===== src/rtl/mem_arb_pkg.sv =====
// mem_arb_pkg: state encodings and grant IDs shared by the memory arbiter.
package mem_arb_pkg;
    typedef enum logic [1:0] {IDLE = 2'd0, RESP_I = 2'd1, RESP_D = 2'd2} state_t;
    localparam logic GNT_I = 1'b0;
    localparam logic GNT_D = 1'b1;
endpackage


===== src/rtl/mem_arb_decode.sv =====
// mem_arb_decode: byte address to {word index, in-range}; byte offset is dropped.
module mem_arb_decode #(
    parameter int MEM_WORDS = 256,
    parameter int AW = 8
) (
    input  logic [31:0]   addr,
    output logic [AW-1:0] idx,
    output logic          ok
);
    logic unused_lsb;
    assign unused_lsb = ^addr[1:0];
    assign idx = addr[AW+1:2];
    assign ok = addr[31:2] < 30'(MEM_WORDS);
endmodule


===== src/rtl/mem_arbiter.sv =====
// mem_arbiter: shares one synchronous-read RAM between fetch and load/store ports.
// MEM_ARB_RR_EN selects round-robin on ties; default is data-over-fetch priority.
module mem_arbiter
    import mem_arb_pkg::*;
#(
    parameter int MEM_WORDS = 256,
    parameter int AW = 8
) (
    input  logic          clk,
    input  logic          reset,
    input  logic          i_req,
    input  logic [31:0]   i_addr,
    output logic          i_gnt,
    output logic          i_rvalid,
    output logic [31:0]   i_rdata,
    output logic          i_err,
    input  logic          d_req,
    input  logic          d_we,
    input  logic [3:0]    d_wmask,
    input  logic [31:0]   d_addr,
    input  logic [31:0]   d_wdata,
    output logic          d_gnt,
    output logic          d_rvalid,
    output logic [31:0]   d_rdata,
    output logic          d_err,
    output logic          mem_en,
    output logic [3:0]    mem_we,
    output logic [AW-1:0] mem_addr,
    output logic [31:0]   mem_wdata,
    input  logic [31:0]   mem_rdata
);
    state_t state, state_n;
    logic err_q, err_n, rd_q, rd_n, d_win, i_ok, d_ok;
    logic [AW-1:0] i_idx, d_idx;

    mem_arb_decode #(.MEM_WORDS(MEM_WORDS), .AW(AW)) u_dec_i (.addr(i_addr), .idx(i_idx), .ok(i_ok));
    mem_arb_decode #(.MEM_WORDS(MEM_WORDS), .AW(AW)) u_dec_d (.addr(d_addr), .idx(d_idx), .ok(d_ok));

`ifdef MEM_ARB_RR_EN
    logic last;
    // On a tie, fetch wins only if data took the previous grant
    assign d_win = d_req && !(i_req && last == GNT_D);
    always_ff @(posedge clk) begin
        if (reset) last <= GNT_I;
        else if (d_gnt || i_gnt) last <= d_gnt ? GNT_D : GNT_I;
    end
`else
    assign d_win = d_req;
`endif

    always_comb begin
        d_gnt = d_win && !reset;
        i_gnt = i_req && !d_win && !reset;
        state_n = d_gnt ? RESP_D : i_gnt ? RESP_I : IDLE;
        err_n = d_gnt ? !d_ok : (i_gnt && !i_ok);
        rd_n = !(d_gnt && d_we);
        mem_en = d_gnt ? d_ok : (i_gnt && i_ok);
        mem_addr = d_gnt ? d_idx : i_idx;
        mem_we = (d_gnt && d_ok && d_we) ? d_wmask : 4'b0;
        mem_wdata = d_wdata;
    end

    always_ff @(posedge clk) begin
        if (reset) begin
            state <= IDLE;
            err_q <= 1'b0;
            rd_q <= 1'b0;
        end else begin
            state <= state_n;
            err_q <= err_n;
            rd_q <= rd_n;
        end
    end

    // Gating with reset drops a response whose grant preceded a reset
    assign i_rvalid = state == RESP_I && !reset;
    assign d_rvalid = state == RESP_D && !reset;
    assign i_err = i_rvalid && err_q;
    assign d_err = d_rvalid && err_q;
    assign i_rdata = (i_rvalid && !err_q) ? mem_rdata : 32'h0;
    assign d_rdata = (d_rvalid && rd_q && !err_q) ? mem_rdata : 32'h0;
endmodule


===== config.mk =====
export PLATFORM = sky130hd
export DESIGN_NAME = mem_arbiter
export DESIGN_NICKNAME = d
export VERILOG_FILES = /design/src/rtl/mem_arb_pkg.sv /design/src/rtl/mem_arb_decode.sv /design/src/rtl/mem_arbiter.sv
export SDC_FILE = /design/constraint.sdc
export NUM_CORES = 1
export LEC_CHECK = 0
export ABC_AREA = 1
export BUFFER_PORTS_ARGS = -buffer_cell sky130_fd_sc_hd__buf_2
export CAP_MARGIN = 20
export CORE_AREA = 2 2 97 99
export DETAILED_ROUTE_END_ITERATION = 16
export DIE_AREA = 0 0 99 101
export GPL_ROUTABILITY_DRIVEN = 0
export SYNTH_ARGS = -nofsm -noshare
export SYNTH_HDL_FRONTEND = slang
export SYNTH_SLANG_ARGS = --single-unit

===== constraint.sdc =====
create_clock -name clk -period 1.5 [get_ports clk]
set_input_delay 0.3 -clock clk [delete_from_list [all_inputs] [get_ports clk]]
set_output_delay 0.3 -clock clk [all_outputs]
set_load 0.01 [all_outputs]

==> summary.md, run 1 <==
| Metric | Value |
|---|---|
| Outcome | `finished with violations` |
| Failing checks | `setup timing` |
| Worst-Margin Slew | `0.219 ns` |
| Maximum operating frequency | `599 MHz` |
| GR Util met2 | `18.5%` |
| Worst min path class | `input pin to register` |
| RSZ-0062 raised after global routing | `yes` |
| Core area | `0.00898 mm2` |
| Final min period | `1.67 ns` |
| DR WL/cell | `10.0 um` |
| Critical path fanouts, max | `32` |
| GR peak layer | `met2` |
| Routed WL | `5100 um` |
| CTS Sinks | `4` |
| Commonest non-fill, non-tap cell in the layout | `buf_2` |
| Fin crit share | `111%` |
| Fillcell total | `1001` |
| Final Util | `27.8%` |
| Post-synthesis instance area | `0.00127 mm2` |
| Largest net degree at the start of global routing | `33` |
| P per Cell Area | `298 mW/mm2` |
| Yosys cell types | `18` |
| Leakage | `1.58 nW` |
| Die W | `99 um` |
| Worst Path Arrival | `1.37 ns` |
| Setup ws final | `-0.169 ns` |
| Initial antenna violation count | `0` |
| Die Span Y | `101 um` |
| Cell taking the most area after synthesis | `nor2_1` |
| Post-Synthesis Cells | `238` |
| Tot GR Track Use | `9.46%` |
| Detailed-route via count | `1931` |
| Multi-input logic area | `878 um2` |
| Slew Limit Headroom | `85.3%` |
| Initial core utilization | `14.1%` |
| Share of cells above drive strength 1 | `68.2%` |
| Pre-Repair DR Iteration Count | `4` |
| CP Launch Type | `register` |
| Largest cells by area after synthesis | `nor2_1 20%, buf_4 19%, nor2_2 13%` |
| Root buf cell | `clkbuf_8` |
| Num rows | `35` |
| Total gr overflow | `0` |
| Vias in the first global route | `1717` |
| Syn. warnings | `0` |
| Area delta synth->final | `96.7%` |
| Reg clk slew, reported paths | `0.03 ns` |
| Worst hold slack | `0.315 ns` |
| Final Hold Viols | `0` |
| Seq/Total Area, Yosys | `6.31%` |
| Reg area | `82.6 um2` |
| Io pins | `252` |
| First-pass GRT wire length | `7670 um` |
| Total CTS buffers | `3` |
| Final Max Slew Viols | `0` |
| Antenna diode count | `0` |
| Max Cap Viol | `0` |
| Final HPWL DP | `4000 um` |
| Layout Nets | `538` |
| M3 GR Usage | `2.84%` |
| Worst setup path startpoint | `state[0]$_SDFF_PP0_` |
| Max H-tree Level | `1` |
| Total die area | `0.0100 mm2` |
| Worst Hold Depth | `2` |
| Commonest cells after routing, fill and taps aside | `173 x buf_2, 45 x nor2_1, 38 x inv_1, 38 x nor2_2, 37 x nand2_1` |
| Post-Syn Nets | `375` |
| Final setup fails | `65` |
| Global Route met1 Usage | `9.32%` |
| #FFs+latches synth | `4` |
| Post-synth top area share | `20.1%` |
| # DRC | `0` |
| Syn_area_per_cell | `5.34 um2` |
| Maximum VDD drop | `323 uV` |
| PortBufs | `183` |
| Post-DR vias/cell | `3.79` |
| Post-DRT Antenna Nets | `0` |
| TritonCTS clock tree | `built` |
| Initial drt markers | `27` |
| Req. time, crit path | `1.20 ns` |
| CP Class | `register to output port` |
| Critical path endpoint category | `output port` |
| Worst-case hold path end point | `state[0]$_SDFF_PP0_` |
| Bufs on Longest Clock Path | `2` |
| Min-Delay Startpoint | `d_req` |
==> cell usage after synthesis, drive strengths merged <==
master	number
nor2	99
inv	43
nand2	41
buf	40
dfxtp	4
nand3	4
nand4	3
or2	2
nor3	1
nor4	1
==> how the worst max path moves through the flow <==
stage / endpoint / slack (ns) / depth (start not counted)
after detailed placement: i_rdata[23] / -0.08 / 8
after global routing: d_rdata[21] / -0.26 / 5
after CTS: d_rdata[21] / -0.20 / 5
after global placement: i_rdata[23] / -0.05 / 8
after floorplan: d_rdata[0] / 0.11 / 4
final: d_rdata[21] / -0.17 / 5
==> stage by stage <==
stage          area, um2  total power [mW]  setup TNS (ns)  worst slack (ns)  cells
2_1_floorplan       1270             0.350               0             0.111    238
3_3_place_gp        2110             0.450          -0.478           -0.0542    501
3_5_place_dp        2110             0.457           -1.37           -0.0848    501
4_1_cts             2380             0.728           -7.62            -0.198    510
5_1_grt             2500             0.801          -10.27            -0.263    510
6_report            2500             0.744           -5.20            -0.169    510
==> kinds of logic (layout without fill, tap and decap cells) <==
group         count (synthesis)  count (layout)  share of synthesized area [%]
buf+inv                      83             244                           38.2
simple gates                151             151                           55.5
flops                         4               4                           6.31
==> metal layers <==
metal | share of wire [%] | vias up | wire length [um]
met5 | 0 | - | 0
met4 | 1.8 | 0 | 92
met3 | 13 | 7 | 681
met2 | 52 | 148 | 2640
met1 | 33 | 807 | 1690
li1 | - | 969 | -
==> state kept, by name, indices dropped and copies added (netlist names) <==
name	count
err_q	1
state	2
rd_q	1
==> worst max-delay path, stage by stage (launching register included) <==
cell	delay (ns)
dfxtp_2	0.34
nor3_4	0.20
nand3_2	0.11
buf_12	0.20
nor2_2	0.13
buf_2	0.15
==> repair_timing <==
| action | in CTS | in global routing |
|---|---|---|
| setup buffers | 3 | 0 |
| setup endpoints to repair | 77 | 76 |
| resized for setup | 35 | 36 |
| hold buffers | 0 | 0 |
| pin swaps | 2 | 13 |
| gates cloned | 3 | 0 |
==> where the power goes <==
| part | total [mW] | switching, mW | internal [mW] | leakage, nW |
|---|---|---|---|---|
| Clock | 0.232 | 0.0607 | 0.171 | 0.0216 |
| Sequential | 0.119 | 0.00476 | 0.114 | 0.0340 |
| Combinational | 0.393 | 0.199 | 0.194 | 1.52 |
==> layout make-up <==
type / instances / share of cell area (%)
inverters: 43 / 6.76
well taps: 111 / 5.56
clock buffers: 3 / 1.65
multi-input cells: 151 / 35.2
flip-flops and latches: 4 / 3.30
repair buffers: 198 / 47.6
No activity file was read; power rests on OpenSTA's default activity.
==> run 2: changes to the inputs <==
==> constraint.sdc (replaced) <==
create_clock -name clk -period 1.5 [get_ports clk]
set_input_delay 0.3 -clock clk [delete_from_list [all_inputs] [get_ports clk]]
set_output_delay 0.3 -clock clk [all_outputs]
set_load 0.1 [all_outputs]
==> run 2 against run 1 <==
Against the previous run:
- the run still ends with setup timing left
- design area grew 70%
- clock power is 4% lower
- sequential cell count is the same
- wire length is 24% higher
- via count increased by 5.9%
- critical endpoint is now d_rdata[26]
- largest power group unchanged
==> summary.md, run 2 (synthesized netlist as in run 1, its figures left out) <==
| Metric | Value |
|---|---|
| Setup TNS | `-12.44 ns (-7.24 ns)` |
| Biggest regs | `state (2), err_q (1), rd_q (1)` |
| Worst Path Arrival | `1.43 ns (+0.06 ns)` |
| Worst min path class | `input pin to register` |
| CP max-delay cell | `dfxtp_2` |
| Worst-Margin Slew | `0.264 ns (+0.0450 ns)` |
| Min-Delay Startpoint | `i_req` |
| Critical path fanouts, max | `21 (-34%)` |
| CP max stage delay | `0.33 ns (about the same)` |
| Worst Hold Depth | `3 (+1)` |
| PortBufs | `183 (unchanged)` |
| # placed instances | `514 (+2.6%)` |
| Final HPWL DP | `5880 um (+47%)` |
| Antenna diode count | `0 (unchanged)` |
| Initial core utilization | `14.1% (unchanged)` |
| Post-DRT Antenna Nets | `0 (unchanged)` |
| Largest Register | `state` |
| Tot GR Track Use | `11.9% (+2.5 points)` |
| Fin crit share | `115% (+4.0 points)` |
| Layout Nets | `553 (+2.8%)` |
| Global Route met1 Usage | `11.5% (+2.2 points)` |
| Initial drt markers | `30 (+11%)` |
| Pre-Repair DR Iteration Count | `3 (-1)` |
| Leakage | `1.90 nW (+20%)` |
| CP Launch Type | `register` |
| Outcome | `finished with violations` |
| Clock power share | `17.5% (-14 points)` |
| Fraction of power spent switching nets | `49.8% (+14 points)` |
| Initial antenna violation count | `0 (unchanged)` |
| Max H-tree Level | `1 (unchanged)` |
| Cell family with the largest share of critical-path delay | `simple AND/OR/NAND/NOR gates` |
| TritonCTS clock tree | `built` |
| Sw Pwr | `0.636 mW (+140%)` |
| Hold_buf cts | `0 (unchanged)` |
| Reg area | `81.3 um2 (-1.5%)` |
| Total CTS buffers | `3 (unchanged)` |
| Final min period | `1.73 ns (+0.0602 ns)` |
| Num rows | `35 (unchanged)` |
| CTS Sinks | `4 (unchanged)` |
| Commonest non-fill, non-tap cell in the layout | `buf_2` |
| Maximum VDD drop | `211 uV (-35%)` |
| Total power | `1.28 mW (+72%)` |
| Post-DP Area | `0.00404 mm2 (+92%)` |
| Slew Limit Headroom | `82.4% (-2.9 points)` |
| Die Span Y | `101 um (unchanged)` |
| Req. time, crit path | `1.20 ns (about the same)` |
| Io pins | `252 (unchanged)` |
| Share of cells above drive strength 1 | `77.3% (+9.1 points)` |
| Post-DR vias/cell | `3.89 (+2.8%)` |
| Setup ws final | `-0.229 ns (-0.0602 ns)` |
| Final Max Slew Viols | `0 (unchanged)` |
| Critical path endpoint category | `output port` |
| Routed WL | `6310 um (+24%)` |
| Final setup fails | `71 (+9.2%)` |
| Failing checks | `setup timing` |
| Bufs on Longest Clock Path | `2 (unchanged)` |
| Max FFs per register | `2 (unchanged)` |
| RSZ-0062 raised after global routing | `yes` |
| P per Cell Area | `301 mW/mm2 (+1.2%)` |
| # DRC | `0 (unchanged)` |
| Reg clk slew, reported paths | `0.03 ns (about the same)` |
| Maximum operating frequency | `578 MHz (-3.5%)` |
| Worst-case hold path end point | `state[0]$_SDFF_PP0_` |
| Max Cap Viol | `0 (unchanged)` |
| Vias in the first global route | `2012 (+17%)` |
| Reg power frac | `9.3% (-6.7 points)` |
| Total die area | `0.0100 mm2 (unchanged)` |
| Die W | `99 um (unchanged)` |
| Internal power | `0.641 mW (+34%)` |
| DR WL/cell | `12.0 um (+20%)` |
| GR peak layer | `met2` |
| Combinational share of power | `73.2% (+20 points)` |
| Multi-input logic area | `0.00132 mm2 (+50%)` |
| Final instance area | `0.00424 mm2 (+70%)` |
| CP cell instances | `nor3_4 -> nand3_4 -> buf_12 -> nor2_4 -> buf_12` |
| Commonest cells after routing, fill and taps aside | `97 x buf_2, 87 x buf_12, 74 x nor2_4` |
| GR Util met2 | `24.6% (+6.1 points)` |
| Root buf cell | `clkbuf_8` |
| Final Util | `47.2% (+19 points)` |
| CP Class | `register to output port` |
| Critical path's most frequent cell | `buf_12` |
| Detailed-route via count | `2044 (+5.9%)` |
| Largest net degree at the start of global routing | `22 (-33%)` |
| M3 GR Usage | `4.30% (+1.5 points)` |
| Area delta synth->final | `234%` |
| Fillcell total | `820 (-18%)` |
| First-pass GRT wire length | `9750 um (+27%)` |
| Total gr overflow | `0 (unchanged)` |
| Critical path buffers and inverters | `2 (unchanged)` |
| Final Non-Filler Cells | `525 (+2.9%)` |
| Final Hold Viols | `0 (unchanged)` |
| Core area | `0.00898 mm2 (unchanged)` |
[run 2: cell types whose count changed in the layout (fill, tap and decap cells not counted), sizes merged]
cell      previous run  this run
clkinvlp             0         1
inv                 43        42
buf                198       213
[run 2: metrics by stage]
step	hold slack [ns]	worst slack (ns)
2_1_floorplan	0.365	-0.942
3_3_place_gp	0.556	-0.221
3_5_place_dp	0.557	-0.248
4_1_cts	0.331	-0.254
5_1_grt	0.349	-0.291
6_report	0.335	-0.229
[run 2: power by group through the flow]
| stage | sequential, mW | combinational [mW] | clock (mW) |
|---|---|---|---|
| final | 0.118 | 0.935 | 0.223 |
| after global routing | 0.119 | 0.983 | 0.237 |
| after global placement | 0.119 | 0.904 | 0 |
| after detailed placement | 0.119 | 0.915 | 0 |
| after CTS | 0.118 | 0.929 | 0.231 |
| after floorplan | 0.118 | 0.941 | 0 |
[run 2: final cells by class]
cell class	count	area share (%)
Multi-Input combinational cell	151	31.1
Tap cell	111	3.28
Inverter	43	4.19
Timing Repair Buffer	213	58.6
Sequential cell	4	1.92
Clock buffer	3	0.974
[run 2: routing by layer]
layer  vias to the layer above  routed length, um
met1                       886               1890
met5                         -                  0
met4                         0                 14
li1                       1000                  -
met2                       156               3630
met3                         2                778
[run 2: what timing repair did]
action / CTS / global route
gates resized for setup: 14 / 13
pin swaps: 7 / 10
endpoints found under the hold margin: 0 / 0
setup endpoints to repair: 80 / 80
setup buffers: 4 / 4
[run 2: how the worst max path moves through the flow]
stage | slack, ns | from | to | cells after the start
floorplan | -0.94 | state[0]$_SDFF_PP0_ | d_rdata[0] | 4
global placement | -0.22 | reset | d_rdata[11] | 6
detailed placement | -0.25 | reset | i_rdata[20] | 8
CTS | -0.25 | state[0]$_SDFF_PP0_ | d_rdata[11] | 5
global route | -0.29 | state[0]$_SDFF_PP0_ | d_rdata[26] | 5
finish | -0.23 | state[0]$_SDFF_PP0_ | d_rdata[26] | 5
[run 2: worst min-delay path, stage by stage]
cell     delay (ns)
buf_2          0.11
nand2_4        0.06
nor2_1         0.04
